==> src/rtl/reg_file_rename_pkg.sv <==
// Shared widths and constants for the rename-tagged architectural register file.
// Every other file in this block imports this package.
package reg_file_rename_pkg;

  localparam int XLEN      = 32;
  localparam int REG_IDX_W = 5;
  localparam int ROB_IDX_W = 4;
  localparam int NUM_REGS  = 1 << REG_IDX_W;

  localparam logic [XLEN-1:0]      null32 = '0;
  localparam logic [REG_IDX_W-1:0] null5  = '0;
  localparam logic [ROB_IDX_W-1:0] null4  = '0;

  localparam logic True  = 1'b1;
  localparam logic False = 1'b0;

endpackage

==> src/rtl/reg_file_rd_port.sv <==
// One combinational read port: returns busy/value/tag for a source register.
// A matching same-cycle commit is forwarded so the decoder sees the fresh value.
module reg_file_rd_port
  import reg_file_rename_pkg::*;
(
  input  logic [REG_IDX_W-1:0] rs_id,
  input  logic                 reg_busy,
  input  logic [ROB_IDX_W-1:0] reg_tag,
  input  logic [XLEN-1:0]      reg_val,
  input  logic                 write_flag,
  input  logic [ROB_IDX_W-1:0] write_idx,
  input  logic [REG_IDX_W-1:0] write_rd,
  input  logic [XLEN-1:0]      new_val,
  output logic                 rs_busy,
  output logic [XLEN-1:0]      rs_val,
  output logic [ROB_IDX_W-1:0] rs_idx
);

  logic bypass;

  assign bypass = write_flag && (write_rd == rs_id) && (rs_id != null5) &&
                  reg_busy && (reg_tag == write_idx);

  always_comb begin
    rs_busy = False;
    rs_val  = null32;
    rs_idx  = null4;
    if (rs_id != null5) begin
      rs_idx = reg_tag;
      if (bypass) begin
        rs_busy = False;
        rs_val  = new_val;
      end else begin
        rs_busy = reg_busy;
        rs_val  = reg_val;
      end
    end
  end

endmodule

==> src/rtl/reg_file_rename.sv <==
// Architectural register file with per-register busy bit and ROB producer tag.
// Handles rename at issue, commit at retire and a mispredict flush.
module reg_file_rename
  import reg_file_rename_pkg::*;
(
  input  logic                 clk,
  input  logic                 rst,
  input  logic                 rdy,
  input  logic                 jp_wrong,
  input  logic [REG_IDX_W-1:0] rs1_ID,
  input  logic [REG_IDX_W-1:0] rs2_ID,
  output logic                 rs1_busy,
  output logic                 rs2_busy,
  output logic [XLEN-1:0]      rs1_val,
  output logic [XLEN-1:0]      rs2_val,
  output logic [ROB_IDX_W-1:0] rs1_idx,
  output logic [ROB_IDX_W-1:0] rs2_idx,
  input  logic                 upd_flag,
  input  logic [ROB_IDX_W-1:0] upd_idx,
  input  logic [REG_IDX_W-1:0] upd_rd,
  input  logic                 write_flag,
  input  logic [ROB_IDX_W-1:0] write_idx,
  input  logic [REG_IDX_W-1:0] write_rd,
  input  logic [XLEN-1:0]      new_val
);

  logic [NUM_REGS-1:0][XLEN-1:0]      value_q, value_d;
  logic [NUM_REGS-1:0]                busy_q,  busy_d;
  logic [NUM_REGS-1:0][ROB_IDX_W-1:0] tag_q,   tag_d;

  logic commit_en;
  logic rename_en;

  assign commit_en = write_flag && (write_rd != null5);
  assign rename_en = upd_flag && (upd_rd != null5);

  // A flush drops every in-flight mapping but still retires the committing value.
  always_comb begin
    value_d = value_q;
    busy_d  = busy_q;
    tag_d   = tag_q;
    if (jp_wrong) begin
      busy_d = '0;
      if (commit_en) value_d[write_rd] = new_val;
    end else if (rdy) begin
      if (commit_en) begin
        value_d[write_rd] = new_val;
        if ((tag_q[write_rd] == write_idx) && !(rename_en && (upd_rd == write_rd)))
          busy_d[write_rd] = False;
      end
      if (rename_en) begin
        busy_d[upd_rd] = True;
        tag_d[upd_rd]  = upd_idx;
      end
    end
  end

  always_ff @(posedge clk or posedge rst) begin
    if (rst) begin
      value_q <= '0;
      busy_q  <= '0;
      tag_q   <= '0;
    end else begin
      value_q <= value_d;
      busy_q  <= busy_d;
      tag_q   <= tag_d;
    end
  end

  reg_file_rd_port u_rd_port1 (
    .rs_id      (rs1_ID),
    .reg_busy   (busy_q[rs1_ID]),
    .reg_tag    (tag_q[rs1_ID]),
    .reg_val    (value_q[rs1_ID]),
    .write_flag (write_flag),
    .write_idx  (write_idx),
    .write_rd   (write_rd),
    .new_val    (new_val),
    .rs_busy    (rs1_busy),
    .rs_val     (rs1_val),
    .rs_idx     (rs1_idx)
  );

  reg_file_rd_port u_rd_port2 (
    .rs_id      (rs2_ID),
    .reg_busy   (busy_q[rs2_ID]),
    .reg_tag    (tag_q[rs2_ID]),
    .reg_val    (value_q[rs2_ID]),
    .write_flag (write_flag),
    .write_idx  (write_idx),
    .write_rd   (write_rd),
    .new_val    (new_val),
    .rs_busy    (rs2_busy),
    .rs_val     (rs2_val),
    .rs_idx     (rs2_idx)
  );

endmodule

==> config.mk <==
export PLATFORM = sky130hd
export DESIGN_NAME = reg_file_rename
export DESIGN_NICKNAME = d
export VERILOG_FILES = /design/src/rtl/reg_file_rename_pkg.sv /design/src/rtl/reg_file_rd_port.sv /design/src/rtl/reg_file_rename.sv
export SDC_FILE = /design/constraint.sdc
export NUM_CORES = 2
export LEC_CHECK = 0
export CORE_ASPECT_RATIO = 1.5
export CORE_MARGIN = 2
export CORE_UTILIZATION = 31
export DETAILED_ROUTE_END_ITERATION = 7
export SLEW_MARGIN = 20
export SYNTH_ARGS = -nofsm -noshare
export SYNTH_HDL_FRONTEND = slang
export SYNTH_SLANG_ARGS = --single-unit
==> constraint.sdc <==
create_clock -name clk -period 60.3 [get_ports clk]
set_input_delay 12.06 -clock clk [delete_from_list [all_inputs] [get_ports clk]]
set_output_delay 12.06 -clock clk [all_outputs]
set_load 0.01 [all_outputs]
==> flow_metrics.py <==
metrics = {
    "synthesis": {
        "ys.flop_type": "dfrtp_1",
        "yosysWarnings": 0,
        "yosys.cell_types.count": 52,
        "syn_inst": 4134,
        "avgSynthCellArea_um2": 15.7,
        "syn_area_um2": 65100,
        "synth_top_area_share_pct": 45.5,
        "syn_nets": 4200,
        "ys_async_sr_fraction_pct": 100,
        "seq_area_frac_synth_pct": 45.5,
        "synth_top_cell_by_area": "dfrtp_1",
        "ys_top_cells_by_area": "dfrtp_1 (46%), mux4_2 (26%), mux2_2 (20%)",
        "synth_edf_count": 0,
        "synth-seq-cells": 1184,
        "yosysMostFrequentCell": "dfrtp_1",
        "synthTopCellsByCount": "dfrtp_1 (1,184), mux2_2 (1,129), mux4_2 (753)",
    },
    "placed_design": {
        "place_inst": 6695,
        "dp_hpwl_um": 112000,
        "place.gp.congestion": 0.854,
        "dp_slack_ps": 30150,
        "port_buffers": 139,
        "dpl-instance-area_um2": 69100,
    },
    "sta": {
        "fin_skew_ps": 43.4,
        "whs_ps": 392,
        "slew_headroom_pct": 21.2,
        "tns_ps": 0,
        "max_freq_ghz": 0.0332,
        "min_period_ps": 30090,
        "hold_viol": 0,
        "grt_setup_unrepaired": "false",
        "final_max_slew_viol_count": 0,
        "fin_ws_ps": 30210,
        "period_share_pct": 49.9,
        "worst_pin_slew_ps": 1180,
        "setup_viol_count_final": 0,
    },
    "clocking": {
        "clock-root-buffer": "clkbuf_16",
        "clk_latency_ps": 740,
        "ctsHoldBuffers": 0,
        "cts_max_level": 3,
        "tritoncts.num_buffers": 115,
        "cts_sinks": 1184,
        "cts_tree": "done",
        "worst_setup_hold_path_clk_slew_ps": 60,
        "cts_buffer_depth": 3,
        "post_cts_buffers": 0,
        "cts_resized": 0,
    },
    "flow_run": {
        "cap_violations": 0,
    },
    "setup_path": {
        "cp_slowest_stage_delay_ps": 850,
        "worst_path_max_delay_cell": "buf_4",
        "start_kind": "primary input",
        "critical_path_buf_inv_count": 5,
        "cp.arrival_ps": 18030,
        "crit_fanout": 41,
        "cp_cell_sequence": "clkdlybuf4s50_1 > inv_6 > buf_4 > mux4_2 > a22oi_1 > nor2_1 > o221ai_4 > buf_4 > or2_4 > nor2b_1 > clkdlybuf4s50_1",
        "crit_family": "buffers and inverters",
        "path_class": "primary input to output pin",
        "end_kind": "output pin",
        "crit_required_ps": 48240,
    },
    "routing": {
        "drt-pass1-iter-count": 7,
        "ant_nets": 0,
        "drt_iter0_markers": 3496,
        "wl_um": 201000,
        "drcViolationCount": 0,
        "routed-via-count": 39500,
        "via_per_inst": 5.71,
        "routed_wire_length_per_instance_um": 29.1,
    },
    "grt": {
        "grt_overflow": 0,
        "grt_pass1_vias": 42100,
        "grt_start_max_net_pins": 172,
        "grt_usage_pct": 18.9,
        "antenna_found_initial": 21,
        "grt_pass1_wl_um": 297000,
    },
    "floorplan": {
        "ioPinCount": 140,
        "die_w_um": 378,
        "rows": 206,
        "coreArea_um2": 209000,
        "die_area_um2": 214000,
        "die_h_um": 565,
        "start_util_pct": 31.1,
    },
    "final_layout": {
        "fin_util_pct": 34.9,
        "syn_to_final_growth_pct": 12.2,
        "fin_nets": 4070,
        "fin_cells": 6912,
        "final_area_um2": 73000,
        "drive_gt1_share_pct": 55.5,
    },
    "status": {
        "run_status": "complete, no violations",
    },
    "pwr": {
        "finalPower_mw": 2.22,
        "p_per_area_nw_per_um2": 30.4,
        "ir_worst_vdd_mv": 0.0247,
        "cellLeakagePower_nw": 30.5,
    },
    "hold_path": {
        "hold_path.class": "flop to flop",
    },
}
worst paths after layout:
kind	endpoint	startpoint	slack, ps	cells past startpoint
min reg2reg	value_q[10]	value_q[10]	390	0
max	rs2_busy	rs2_ID[3]	30210	11
min in group asynchronous	value_q[480]	rst	11900	2
max reg2reg	busy_q[9]	tag_q[111]	56890	7
max in group asynchronous	value_q[850]	rst	42680	8
min	value_q[10]	value_q[10]	390	0
where the power goes:
group	total (mW)	leakage [nW]	switching, mW	internal, mW
Clock	0.767	1.97	0.333	0.434
Combinational	0.449	12.9	0.177	0.272
Sequential	1.00	15.6	0.0868	0.917
metal layers:
metal	track usage (%)	wire, um	vias to the layer above
met1	24.6	82300	21700
met4	6.94	7810	32
li1	-	-	15900
met3	3.18	12000	412
met5	0	199	-
met2	31.5	99100	1394
cells by family after synthesis:
logic type             synth area share (%)
AND/OR/NAND/NOR                        2.30
AO/OA/AOI/OAI                          2.10
XOR/XNOR                              0.310
multiplexers                           46.8
buffers and inverters                  2.96
flip-flops                             45.5
cell type report:
type,instances,area (um^2)
clock inverter,47,596
sequential,1184,29600
antenna,4,10.0
timing repair buffer,228,2060
multi-input combinational,2471,33800
clock buffer,166,3390
inverter,4,27.5
tap,2808,3510
fill,20000,136000
registers in the layout, summed over array words and instances, names as in the netlist:
name and flops:
value_q 1024, busy_q 32, tag_q 128
cells in the final DEF (no fill, tap or decap), types with 11 or more instances in the layout:
cell type,n
a21oi_1,41
a21oi_2,30
a22oi_1,18
buf_2,22
buf_4,80
clkbuf_1,19
clkbuf_16,115
clkbuf_8,33
clkdlybuf4s50_1,108
clkinv_2,23
dfrtp_1,1184
mux2_2,1129
mux2i_1,78
mux4_2,753
nand2_1,65
nand2b_1,38
nand3_1,17
nor2_1,27
nor2_4,28
nor2b_1,12
nor3_1,27
nor4_1,18
o211ai_1,34
o21ai_0,20
o22ai_1,11
o31ai_1,32
xor2_1,15
Note: power is estimated with default switching activity, not from simulation.
